--- config.mk ---
export PLATFORM = sky130hd
export DESIGN_NAME = serial_diff_ctrl_flat
export DESIGN_NICKNAME = d
export VERILOG_FILES = /design/src/rtl/serial_diff_ctrl_if.sv /design/src/rtl/serial_diff_ctrl.sv /design/src/flat_wrapper.sv
export SDC_FILE = /design/constraint.sdc
export NUM_CORES = 1
export LEC_CHECK = 0
export BUFFER_PORTS_ARGS = -buffer_cell sky130_fd_sc_hd__buf_2
export CAP_MARGIN = 20
export CORE_MARGIN = 10
export CORE_UTILIZATION = 48
export CTS_CLUSTER_DIAMETER = 60
export CTS_CLUSTER_SIZE = 28
export DETAILED_ROUTE_END_ITERATION = 12
export HOLD_SLACK_MARGIN = 0.06
export MAX_ROUTING_LAYER = met4
export PLACE_DENSITY = 0.79
export SETUP_SLACK_MARGIN = 0.4
export SLEW_MARGIN = 20
export SYNTH_ARGS = -nofsm -noshare
export SYNTH_HDL_FRONTEND = slang
export SYNTH_SLANG_ARGS = --single-unit
--- constraint.sdc ---
create_clock -name clk -period 1.3 [get_ports clk]
set_input_delay 0.065 -clock clk [delete_from_list [all_inputs] [get_ports clk]]
set_output_delay 0.065 -clock clk [all_outputs]
set_load 0.02 [all_outputs]
--- src/rtl/serial_diff_ctrl_if.sv ---
// Request/result bundle between a requester and the bit-serial subtractor.
// Handshake: a request is accepted on the rising edge where start=1 and
// ready=1. The requester must hold start until it sees ready. done is a
// one-cycle pulse, and dif is valid from the done cycle until the next done.
interface serial_diff_ctrl_if #(
   parameter int WIDTH = 6
) ();
   logic             start;
   logic [WIDTH-1:0] a;
   logic [WIDTH-1:0] b;
   logic             ready;
   logic             busy;
   logic             done;
   logic [WIDTH:0]   dif;

   modport master (output start, a, b, input ready, busy, done, dif);
   modport slave  (input start, a, b, output ready, busy, done, dif);
endinterface

--- src/rtl/serial_diff_ctrl.sv ---
// Bit-serial a-b: one shared full-difference cell is stepped over WIDTH cycles.
// The result is a WIDTH+1-bit two's-complement value with the final borrow in the MSB.
module full_diff (
   input  logic a,
   input  logic b,
   input  logic bin,
   output logic d,
   output logic bout
);
   assign d    = a ^ b ^ bin;
   assign bout = (~a & b) | (~(a ^ b) & bin);
endmodule

module serial_diff_ctrl #(
   parameter int WIDTH = 6
) (
   input  logic               clk,
   input  logic               rst_n,
   serial_diff_ctrl_if.slave  bus,
   output logic [1:0]         fsm_state
);
   localparam int CW = $clog2(WIDTH);
   localparam logic [CW-1:0] LAST = CW'(WIDTH - 1);

   typedef enum logic [1:0] {
      IDLE = 2'd0,
      RUN  = 2'd1,
      DONE = 2'd2
   } state_t;

   state_t           state;
   logic [WIDTH-1:0] sa;
   logic [WIDTH-1:0] sb;
   logic [WIDTH-1:0] acc;
   logic             brw;
   logic [CW-1:0]    cnt;
   logic             ready_q;
   logic             busy_q;
   logic             done_q;
   logic [WIDTH:0]   dif_q;
   logic             d;
   logic             bout;

   full_diff u_cell (
      .a    (sa[0]),
      .b    (sb[0]),
      .bin  (brw),
      .d    (d),
      .bout (bout)
   );

   always_ff @(posedge clk or negedge rst_n) begin
      if (!rst_n) begin
         state   <= IDLE;
         sa      <= '0;
         sb      <= '0;
         acc     <= '0;
         brw     <= 1'b0;
         cnt     <= '0;
         ready_q <= 1'b1;
         busy_q  <= 1'b0;
         done_q  <= 1'b0;
         dif_q   <= '0;
      end else begin
         case (state)
            IDLE: begin
               if (bus.start) begin
                  sa      <= bus.a;
                  sb      <= bus.b;
                  brw     <= 1'b0;
                  cnt     <= '0;
                  acc     <= '0;
                  state   <= RUN;
                  ready_q <= 1'b0;
                  busy_q  <= 1'b1;
               end
            end
            RUN: begin
               acc <= {d, acc[WIDTH-1:1]};
               sa  <= {1'b0, sa[WIDTH-1:1]};
               sb  <= {1'b0, sb[WIDTH-1:1]};
               brw <= bout;
               cnt <= cnt + CW'(1);
               // The top bit and final borrow come straight from the cell, not from acc.
               if (cnt == LAST) begin
                  dif_q  <= {bout, d, acc[WIDTH-1:1]};
                  state  <= DONE;
                  busy_q <= 1'b0;
                  done_q <= 1'b1;
               end
            end
            DONE: begin
               state   <= IDLE;
               done_q  <= 1'b0;
               ready_q <= 1'b1;
            end
            default: begin
               state   <= IDLE;
               ready_q <= 1'b1;
               busy_q  <= 1'b0;
               done_q  <= 1'b0;
            end
         endcase
      end
   end

   assign bus.ready = ready_q;
   assign bus.busy  = busy_q;
   assign bus.done  = done_q;
   assign bus.dif   = dif_q;
   assign fsm_state = state;
endmodule

--- src/flat_wrapper.sv ---
// flat-port wrapper written by rule: the top's interface ports become plain ports
module serial_diff_ctrl_flat 
#(
   parameter int WIDTH = 6
)
  (clk, rst_n, fsm_state, bus_start, bus_a, bus_b, bus_ready, bus_busy, bus_done, bus_dif);
  serial_diff_ctrl_if #(.WIDTH(WIDTH)) bus_i ();
  input  logic clk;
  input  logic rst_n;
  output logic [1:0] fsm_state;
  input wire logic [$bits(bus_i.start)-1:0] bus_start;
  input wire logic [$bits(bus_i.a)-1:0] bus_a;
  input wire logic [$bits(bus_i.b)-1:0] bus_b;
  output wire logic [$bits(bus_i.ready)-1:0] bus_ready;
  output wire logic [$bits(bus_i.busy)-1:0] bus_busy;
  output wire logic [$bits(bus_i.done)-1:0] bus_done;
  output wire logic [$bits(bus_i.dif)-1:0] bus_dif;
  assign bus_i.start = bus_start;
  assign bus_i.a = bus_a;
  assign bus_i.b = bus_b;
  assign bus_ready = bus_i.ready;
  assign bus_busy = bus_i.busy;
  assign bus_done = bus_i.done;
  assign bus_dif = bus_i.dif;
  serial_diff_ctrl #(.WIDTH(WIDTH)) u_core (.clk(clk), .rst_n(rst_n), .bus(bus_i), .fsm_state(fsm_state));
endmodule
==> out/summary.txt <==
ANT nets after route = 0
Hold Path Depth = 3
Final WS setup = -0.001648 ns
layout overhead on the synthesized area = 70.75%
pin count of the biggest net entering global routing = 34
worst path arrival time = 1.55 ns
row cnt = 19
core area = 0.002805 mm^2
crit end category = flop
final setup fails = 1
fin nets = 214
initial core utilization = 0.5138
CTS buffer count = 5
number of global-route vias before repair = 1274
routed via count = 1302
TritonCTS clock tree = built
Hold WC Path Type = in2reg
crit share post-route = 1.001
worst setup path class = reg2reg
Clock Latency Late Sink = 0.35 ns
die footprint = 0.005595 mm^2
final hold slack = 0.08341 ns
crit path max fanout = 6
critical path depth = 5
sequential element share of the synthesized area = 0.5738
DP Wirelength = 2236 um
Max VDD drop = 1.605 mV
Post-synth top flop = dfrtp_1
IO buf count = 26
Fmax = 768.3 MHz
die height = 74.80 um
total gr overflow = 0
Gate Count Post-Synth = 117
EDFF count, synth = 0
reg-to-reg endpoint = u_core.sa[3]
layout cells sized above 1 = 0.6091
Post-Layout Cell Count = 228
num ports = 27
register-to-register setup slack = -0.002 ns
post-synthesis cell area = 0.001441 mm^2
Iteration-0 DRC Markers = 100
CP max-delay cell = dfrtp_2
Ys Warns = 0
hold_sp = bus_a[2]
Pleak = 1.158 nW
Worst EP required = 1.54 ns
Slew Viols, Final = 0
CTS clk-pin slew, worst paths = 0.11 ns
most frequent cell after synthesis = dfrtp_1
routed len/inst = 19.81 um
initial antenna violation count = 0
DIE WIDTH = 74.80 um
H-tree depth = 2
RR Startpoint = u_core.fsm_state[1]
CTS Sinks = 33
slowest stage delay, CP = 0.47 ns
post-synthesis async set-or-reset flop share = 1.000
Final Skew = 0.01119 ns
Worst Path Buf+Inv = 3
Critical Path Start = u_core.fsm_state[1]
first-pass GRT wire length = 6265 um
# diodes = 0
status = complete, but fails checks
Area contributors post-synth = dfrtp_1 (56%), o22ai_1 (6.9%), mux2_4 (6.3%)
GRT Overall Usage = 0.1548
Least-Margin Pin Slew = 0.3850 ns
RSZ-0062 raised after global routing = true
delay-heaviest family, CP = flip-flops
wirelength, routed = 4516 um
Commonest cells post-synth = dfrtp_1 (32), o22ai_1 (16), nand2_1 (8)
crit start category = flop
failing checks = setup timing
FILL cells = 127
drt pass-1 iters = 5
design area = 0.002461 mm^2
cell area power density = 2559 mW/mm^2
Post-Place Setup Slack = -0.01064 ns
Placed Instances = 175
R2R depth = 5
top cell type's share of synthesized area = 0.5556
Util after Layout = 0.8773
critical-path cell list = buf_6 -> buf_12 -> clkinvlp_4 -> o22ai_1 -> a21oi_1
Post-Syn Nets = 135
count of max-cap constraint violations = 0
CTS Buffer Depth = 2
post-synth top area cell = dfrtp_1
vias per std cell = 5.711
synthesized flop and latch total = 33
DRC violations left = 0
number of distinct library cells after synthesis = 30
Final Hold Fails = 0
syn avg cell area = 12.32 um^2
Post-DP Area = 0.001674 mm^2
GP Congestion = 0.7580
relative slew slack = 0.7434
Min Clock Period, post-route = 1.302 ns
root buf cell = clkbuf_4
WHS Endpoint = u_core.sa[2]
tightest hold or removal path: stages:
cell and delay, ns:
buf_2 0.08, or4b_4 0.12, o221a_4 0.15
routing by layer:
metal  wire (um)  share of wire  GRT usage  vias up
met5           0              0          -        -
met4          92          0.020    0.07143        0
met3         203          0.045    0.05125        7
met2        2387           0.53     0.2450       41
met1        1832           0.41     0.1743      659
li1            -              -          -      595
layout by cell type, fill, tap and decap left out, drive strengths merged, types with 2 or more instances in the layout:
cell | netlist | final
a21oi | 5 | 5
nand2 | 8 | 8
dlygate4sd3 | 0 | 12
a31oi | 2 | 2
nand2b | 3 | 3
o21bai | 1 | 2
ha | 2 | 2
o21ai | 5 | 5
a22o | 5 | 5
nand3b | 2 | 2
a2bb2oi | 4 | 4
nand3 | 2 | 2
o22ai | 16 | 16
nor2 | 3 | 3
clkinvlp | 0 | 2
mux2 | 6 | 6
clkbuf | 1 | 7
buf | 6 | 65
dfrtp | 32 | 32
inv | 6 | 5
final cells by class:
class                           instances  area [um^2]  area share
Multi-Input combinational cell         72        755.7      0.3071
Sequential cell                        33        829.5      0.3371
Tap cell                               31        38.79     0.01576
Timing Repair Buffer                   77        715.7      0.2908
Inverter                                6        28.78     0.01169
Timing Repair inverter                  1        7.507    0.003050
Clock inverter                          1        30.03     0.01220
Clock buffer                            7        55.05     0.02237
sequential cells by signal (all words and copies together) (netlist names), 2 cells and up:
register          flops
u_core.acc            5
u_core.cnt            3
u_core.sb             6
u_core.sa             6
u_core.fsm_state      2
u_core.bus.dif        7
stage by stage:
stage / power [mW] / setup TNS, ns
2_1_floorplan: 3.306 / 0
3_3_place_gp: 3.753 / 0
3_5_place_dp: 3.858 / -0.03816
4_1_cts: 5.504 / 0
5_1_grt: 6.619 / -0.2892
6_report: 6.298 / -0.001648
cells by family after synthesis:
family          share of synthesized area
compound gates                     0.1901
flops                              0.5738
simple gates                      0.09723
buf+inv                           0.04514
mux                               0.06250
fa+ha+maj                         0.03125
power breakdown:
part / leakage [nW] / switching, mW / total (mW) / internal, mW
Clock: 0.0455 / 0.357 / 0.816 / 0.459
Combinational: 0.710 / 1.46 / 3.51 / 2.05
Sequential: 0.403 / 0.461 / 1.97 / 1.51
how the worst max path moves through the flow:
stage | endpoint | slack [ns]
after floorplan | u_core.bus.dif[0] | 0.004
after global placement | u_core.bus.dif[5] | 0.03
after detailed placement | u_core.bus.dif[4] | -0.01
after CTS | u_core.bus.dif[0] | 0.03
after global routing | u_core.sa[3] | -0.04
final | u_core.sa[3] | -0.002
what timing repair did:
item	4_1_cts	5_1_grt
hold endpoints to repair	44	0
resized for setup	43	36
pin swaps	8	20
endpoints found under the setup margin	45	45
hold buffers	12	0
buffers inserted	20	11
cloned	2	0
(Power assumes the default switching activity.)
